<file path="src/rtl/pipe_ctrl.sv">
// Y86-64 pipeline control: stall/bubble generation plus IDLE/RUN/DRAIN/HALT run-state machine.
// Optional performance counters are built when PIPE_CTRL_PERF_EN is defined; otherwise they read 0.
module pipe_ctrl #(
  parameter int CNT_W = 32
) (
  input  logic             clk_i,
  input  logic             rst_i,
  input  logic             start_i,
  input  logic [3:0]       D_icode_i,
  input  logic [3:0]       d_srcA_i,
  input  logic [3:0]       d_srcB_i,
  input  logic [3:0]       E_icode_i,
  input  logic [3:0]       E_dstM_i,
  input  logic             e_Cnd_i,
  input  logic [3:0]       M_icode_i,
  input  logic [3:0]       m_stat_i,
  input  logic [3:0]       W_stat_i,
  input  logic             dmem_busy_i,
  output logic             F_stall_o,
  output logic             D_stall_o,
  output logic             E_stall_o,
  output logic             M_stall_o,
  output logic             W_stall_o,
  output logic             D_bubble_o,
  output logic             E_bubble_o,
  output logic             M_bubble_o,
  output logic             W_bubble_o,
  output logic             halted_o,
  output logic [3:0]       stat_o,
  output logic [CNT_W-1:0] cyc_cnt_o,
  output logic [CNT_W-1:0] lu_cnt_o,
  output logic [CNT_W-1:0] mp_cnt_o,
  output logic [CNT_W-1:0] ret_cnt_o
);

  localparam logic [3:0] IMRMOVQ = 4'h5;
  localparam logic [3:0] IJXX    = 4'h7;
  localparam logic [3:0] IRET    = 4'h9;
  localparam logic [3:0] IPOPQ   = 4'hB;
  localparam logic [3:0] RNONE   = 4'hF;
  localparam logic [3:0] SAOK    = 4'h1;

  typedef enum logic [1:0] {
    S_IDLE  = 2'd0,
    S_RUN   = 2'd1,
    S_DRAIN = 2'd2,
    S_HALT  = 2'd3
  } state_t;

  state_t     r_state;
  state_t     w_state_next;
  logic [3:0] r_stat;
  logic       w_load_stat;

  logic       w_lu;
  logic       w_ret;
  logic       w_mp;
  logic       w_m_exc;
  logic       w_w_exc;
  logic       w_active;

  assign w_lu = ((E_icode_i == IMRMOVQ) || (E_icode_i == IPOPQ)) &&
                (E_dstM_i != RNONE) &&
                ((E_dstM_i == d_srcA_i) || (E_dstM_i == d_srcB_i));
  assign w_ret    = (D_icode_i == IRET) || (E_icode_i == IRET) || (M_icode_i == IRET);
  assign w_mp     = (E_icode_i == IJXX) && !e_Cnd_i;
  assign w_m_exc  = (m_stat_i != SAOK);
  assign w_w_exc  = (W_stat_i != SAOK);
  assign w_active = (r_state == S_RUN) || (r_state == S_DRAIN);

  // A memory-stage exception is only trusted once the data memory has finished.
  always_comb begin
    w_state_next = r_state;
    w_load_stat  = 1'b0;
    case (r_state)
      S_IDLE: begin
        if (start_i) w_state_next = S_RUN;
      end
      S_RUN: begin
        if (w_w_exc) begin
          w_state_next = S_HALT;
          w_load_stat  = 1'b1;
        end else if (w_m_exc && !dmem_busy_i) begin
          w_state_next = S_DRAIN;
        end
      end
      S_DRAIN: begin
        if (w_w_exc) begin
          w_state_next = S_HALT;
          w_load_stat  = 1'b1;
        end
      end
      S_HALT: begin
        w_state_next = S_HALT;
      end
      default: begin
        w_state_next = S_IDLE;
      end
    endcase
  end

  always_comb begin
    F_stall_o  = 1'b0;
    D_stall_o  = 1'b0;
    E_stall_o  = 1'b0;
    M_stall_o  = 1'b0;
    W_stall_o  = 1'b0;
    D_bubble_o = 1'b0;
    E_bubble_o = 1'b0;
    M_bubble_o = 1'b0;
    W_bubble_o = 1'b0;
    if (!w_active) begin
      F_stall_o  = 1'b1;
      D_stall_o  = 1'b1;
      W_stall_o  = 1'b1;
      E_bubble_o = 1'b1;
      M_bubble_o = 1'b1;
    end else if (dmem_busy_i) begin
      // Freeze everything upstream of memory; feed writeback nops meanwhile.
      F_stall_o  = 1'b1;
      D_stall_o  = 1'b1;
      E_stall_o  = 1'b1;
      M_stall_o  = 1'b1;
      W_bubble_o = 1'b1;
    end else begin
      F_stall_o  = w_lu | w_ret;
      D_stall_o  = w_lu;
      D_bubble_o = w_mp | (w_ret & !w_lu);
      E_bubble_o = w_mp | w_lu;
      M_bubble_o = w_m_exc | w_w_exc;
      W_stall_o  = w_w_exc;
    end
  end

  always_ff @(posedge clk_i or posedge rst_i) begin
    if (rst_i) begin
      r_state <= S_IDLE;
      r_stat  <= SAOK;
    end else begin
      r_state <= w_state_next;
      if (w_load_stat) r_stat <= W_stat_i;
    end
  end

  assign halted_o = (r_state == S_HALT);
  assign stat_o   = r_stat;

`ifdef PIPE_CTRL_PERF_EN
  logic [CNT_W-1:0] r_cyc_cnt;
  logic [CNT_W-1:0] r_lu_cnt;
  logic [CNT_W-1:0] r_mp_cnt;
  logic [CNT_W-1:0] r_ret_cnt;

  always_ff @(posedge clk_i or posedge rst_i) begin
    if (rst_i) begin
      r_cyc_cnt <= '0;
      r_lu_cnt  <= '0;
      r_mp_cnt  <= '0;
      r_ret_cnt <= '0;
    end else if (w_active) begin
      r_cyc_cnt <= r_cyc_cnt + 1'b1;
      if (w_lu && !dmem_busy_i)           r_lu_cnt  <= r_lu_cnt + 1'b1;
      if (w_mp && !dmem_busy_i)           r_mp_cnt  <= r_mp_cnt + 1'b1;
      if (w_ret && !w_lu && !dmem_busy_i) r_ret_cnt <= r_ret_cnt + 1'b1;
    end
  end

  assign cyc_cnt_o = r_cyc_cnt;
  assign lu_cnt_o  = r_lu_cnt;
  assign mp_cnt_o  = r_mp_cnt;
  assign ret_cnt_o = r_ret_cnt;
`else
  assign cyc_cnt_o = '0;
  assign lu_cnt_o  = '0;
  assign mp_cnt_o  = '0;
  assign ret_cnt_o = '0;
`endif

endmodule

</file>
<file path="config.mk">
export PLATFORM = sky130hd
export DESIGN_NAME = pipe_ctrl
export DESIGN_NICKNAME = d
export VERILOG_FILES = /design/src/rtl/pipe_ctrl.sv
export SDC_FILE = /design/constraint.sdc
export NUM_CORES = 1
export LEC_CHECK = 0
export CAP_MARGIN = 20
export CORE_UTILIZATION = 28
export DETAILED_ROUTE_END_ITERATION = 8
export PLACE_DENSITY = 0.89
export SKIP_LAST_GASP = 1
export SLEW_MARGIN = 0
export SYNTH_ARGS = -nofsm -noshare
export SYNTH_HDL_FRONTEND = slang
export SYNTH_SLANG_ARGS = --single-unit
</file>
<file path="constraint.sdc">
create_clock -name clk_i -period 1.53 [get_ports clk_i]
set_input_delay 0.153 -clock clk_i [delete_from_list [all_inputs] [get_ports clk_i]]
set_output_delay 0.153 -clock clk_i [all_outputs]
set_load 0.02 [all_outputs]
</file>
==> run_results.csv <==
group,metric,value,unit
floorplanning,start_util,0.300,
critical_path,r2r_end,"r_state[1]",
synth,synthCells,196,
clocking,hold_buffers,0,
clocking,cts_tree,"yes",
floorplanning,die_w,76.9,µm
placement,gp_congestion,0.683,
finish,diodes,0,
sta,rsz0062_at_grt,"true",
sta,setup_viol_count_final,2,
sta,fin_crit,1.56,ns
finish,final_nets,312,
synth,netlist_area,0.00157,mm²
critical_path,critPathBufInv,3,
route,antenna_left,0,
global_route,grt_max_degree,8,
route,dr.pass1.iters,4,
synth,postSynthAreaPerCell,8.01,µm²
power,power_density,767,mW/mm²
placement,dpl.hpwl,2620,µm
run_status,status,"complete, but fails checks",
sta,fin_ws,-0.0254,ns
synth,synth_cell_types,36,
global_route,grt_pass1_vias,939,
sta,max_clock_freq,643,MHz
clocking,cts_root_buf,"clkbuf_8",
synth,synth_warnings,0,
clocking,insertion_delay,0.22,ns
clocking,numCtsBuffers,3,
synth,synth.yosys.seq_area_share,0.0965,
sta,final-max-slew-violation-count,0,
critical_path,slowest_stage,"dfrtp_1",
sta,finalClockSkew,0.00132,ns
critical_path,start_kind,"register",
power,worst_ir_drop_vdd,0.728,mV
critical_path,worstPathCellList,"inv_2 > ha_4 > nor2b_4 > buf_6 > nand3_2 > buf_6",
critical_path,max_stage_delay,0.36,ns
clocking,clk_pin_slew_worst_paths,0.04,ns
route,via_per_inst,3.36,
synth,synth_seq_cells,6,
sta,hold_viol,0,
critical_path,arrival,1.40,ns
critical_path,reg2reg_from,"r_state[0]",
finish,final_core_util,0.371,
clocking,cts_sinks,6,
route,num_vias,1141,
floorplanning,dieArea,0.00591,mm²
critical_path,cp.required,1.38,ns
route,drcViolationCount,0,
floorplanning,die_h,76.9,µm
route,route.detailed.wl_per_inst,9.04,µm
global_route,grt_pass1_wl,4450,µm
floorplanning,rows,26,
sta,post-route-period-util,1.02,
critical_path,path_class,"register to output pin",
floorplanning,core-area,0.00524,mm²
global_route,gr-usage-all-layers,0.0926,
run_status,violations,"negative setup slack",
floorplanning,ioPinCount,179,
placement,port_buffers,50,
global_route,globalRoute.totalOverflow,0,
finish,syn_to_final_growth,23.8,%
critical_path,rr_worst_depth,7,
clocking,ctsHtreeMaxLevel,1,
route,finalWirelength,3080,µm
finish,drive_above_1_share,0.233,
critical_path,cp_top_family,"flip-flops",
clocking,cts_buffer_depth,2,
critical_path,rrSetupSlack,0.04,ns
critical_path,crit_path_end_kind,"output pin",
sta,finalSetupTns,-0.0353,ns
global_route,antenna_found_initial,0,
critical_path,path_common_cell,"buf_6",
finish,fillers,554,
route,drt_iter0_markers,14,
power,p_leak,1.06,nW
job,cap_violations,0,
hold_path,hp-class,"primary input to async pin",
critical_path,crit_path_max_fanout,5,
## flip-flops by register name, summed over array words and instances (netlist names)
signal and count:
r_state 2, stat_o 4
## area by class of cell
class	instances	area, µm²	area share
clock buffers	4	45.0	0.0232
well taps	70	87.6	0.0451
flip-flops and latches	6	151	0.0779
multi-input cells	180	1000	0.517
repair buffers	74	632	0.325
inverters	6	22.5	0.0116
## worst max-delay path by stage
stage | start | cells after the start | to | slack, ns
2_1_floorplan | r_state[0] | 5 | D_bubble_o | 0.05
3_3_place_gp | E_dstM_i[1] | 6 | E_bubble_o | -0.68
3_5_place_dp | E_dstM_i[1] | 6 | E_bubble_o | -0.71
4_1_cts | E_dstM_i[2] | 6 | D_bubble_o | -0.03
5_1_grt | r_state[1] | 6 | F_stall_o | -0.09
6_report | r_state[1] | 6 | F_stall_o | -0.03
## power by group
part / internal [W] / total, W / switching [W] / leakage [nW]
sequential: 0.000226 / 0.000261 / 0.0000353 / 0.0654
clock: 0.000179 / 0.000246 / 0.0000672 / 0.0228
combinational: 0.000385 / 0.000983 / 0.000597 / 0.976
total: 0.000791 / 0.00149 / 0.000700 / 1.06
## layout by cell type (no fill, tap or decap), drive strengths merged, types with 2 or more instances in the layout
cell type and instances:
a21oi 3, a22o 3, buf 34, clkbuf 6
clkdlybuf4s15 3, clkdlybuf4s50 19, conb 128, dfrtp 5
dlygate4sd2 15, ha 4, inv 6, nand2 4
nor3 2, nor4 2, nor4b 2, nor4bb 4
o211ai 2, o21ai 3, xor2 8
## metrics by stage
stage | setup slack (ns) | power [W] | instance area, µm² | hold WS, ns | instances
after floorplan | 0.0472 | 0.00107 | 2050 | -0.0568 | 323
after global placement | -0.683 | 0.00119 | 1790 | 0.376 | 330
after detailed placement | -0.705 | 0.00121 | 1790 | 0.383 | 330
after CTS | -0.0336 | 0.00148 | 1920 | 0.150 | 337
after global routing | -0.0922 | 0.00159 | 1940 | 0.188 | 340
final | -0.0254 | 0.00149 | 1940 | 0.146 | 340
## layer usage
layer  GRT usage  wire length (µm)  vias up
li1            -                 -      525
met4      0.0231                 5        0
met3      0.0155               288        2
met1       0.101              1050      522
met2       0.181              1730       92
met5           0                 0        -
## cells in the mapped netlist
library cell | count | share of area
nor3_1 | 2 | 0.0064
nor4bb_1 | 4 | 0.026
dfrtp_1 | 5 | 0.080
nand2_1 | 4 | 0.0096
dfstp_2 | 1 | 0.017
conb_1 | 1 | 0.0024
nor4_1 | 2 | 0.0080
or2_0 | 1 | 0.0040
o211ai_1 | 2 | 0.0096
o211a_1 | 1 | 0.0064
and3b_1 | 1 | 0.0056
nand3_1 | 1 | 0.0032
inv_1 | 5 | 0.012
nand4_1 | 1 | 0.0040
and2_1 | 1 | 0.0040
nor4b_2 | 1 | 0.0096
a21oi_1 | 3 | 0.0096
o21ai_1 | 1 | 0.0032
o21ai_0 | 2 | 0.0064
and3_1 | 1 | 0.0040
inv_2 | 1 | 0.0024
xor2_1 | 8 | 0.045
clkbuf_1 | 1 | 0.0024
o221ai_1 | 1 | 0.0056
or4_4 | 1 | 0.0072
nor2b_1 | 1 | 0.0040
a22oi_1 | 1 | 0.0048
ha_1 | 4 | 0.032
a22o_1 | 2 | 0.011
a21o_1 | 1 | 0.0048
o31ai_2 | 1 | 0.0080
o21bai_1 | 1 | 0.0048
nor4b_1 | 1 | 0.0056
a22o_2 | 1 | 0.0064
nor3b_1 | 1 | 0.0048
buf_4 | 130 | 0.62
## logic make-up (layout without fill, tap and decap cells)
kind of cell | Yosys count | count (layout) | synth area share
flops | 6 | 6 | 0.0965
compound gates | 17 | 17 | 0.0805
xor+xnor | 8 | 8 | 0.0447
buf+inv | 137 | 84 | 0.639
other cells | 1 | 128 | 0.00239
simple gates | 23 | 23 | 0.105
fa+ha+maj | 4 | 4 | 0.0319
## what timing repair did
item,in CTS,in global routing
buffers inserted,3,3
resized for setup,90,10
pin swaps,14,12
setup endpoints to repair,12,8
(Power assumes the default switching activity.)
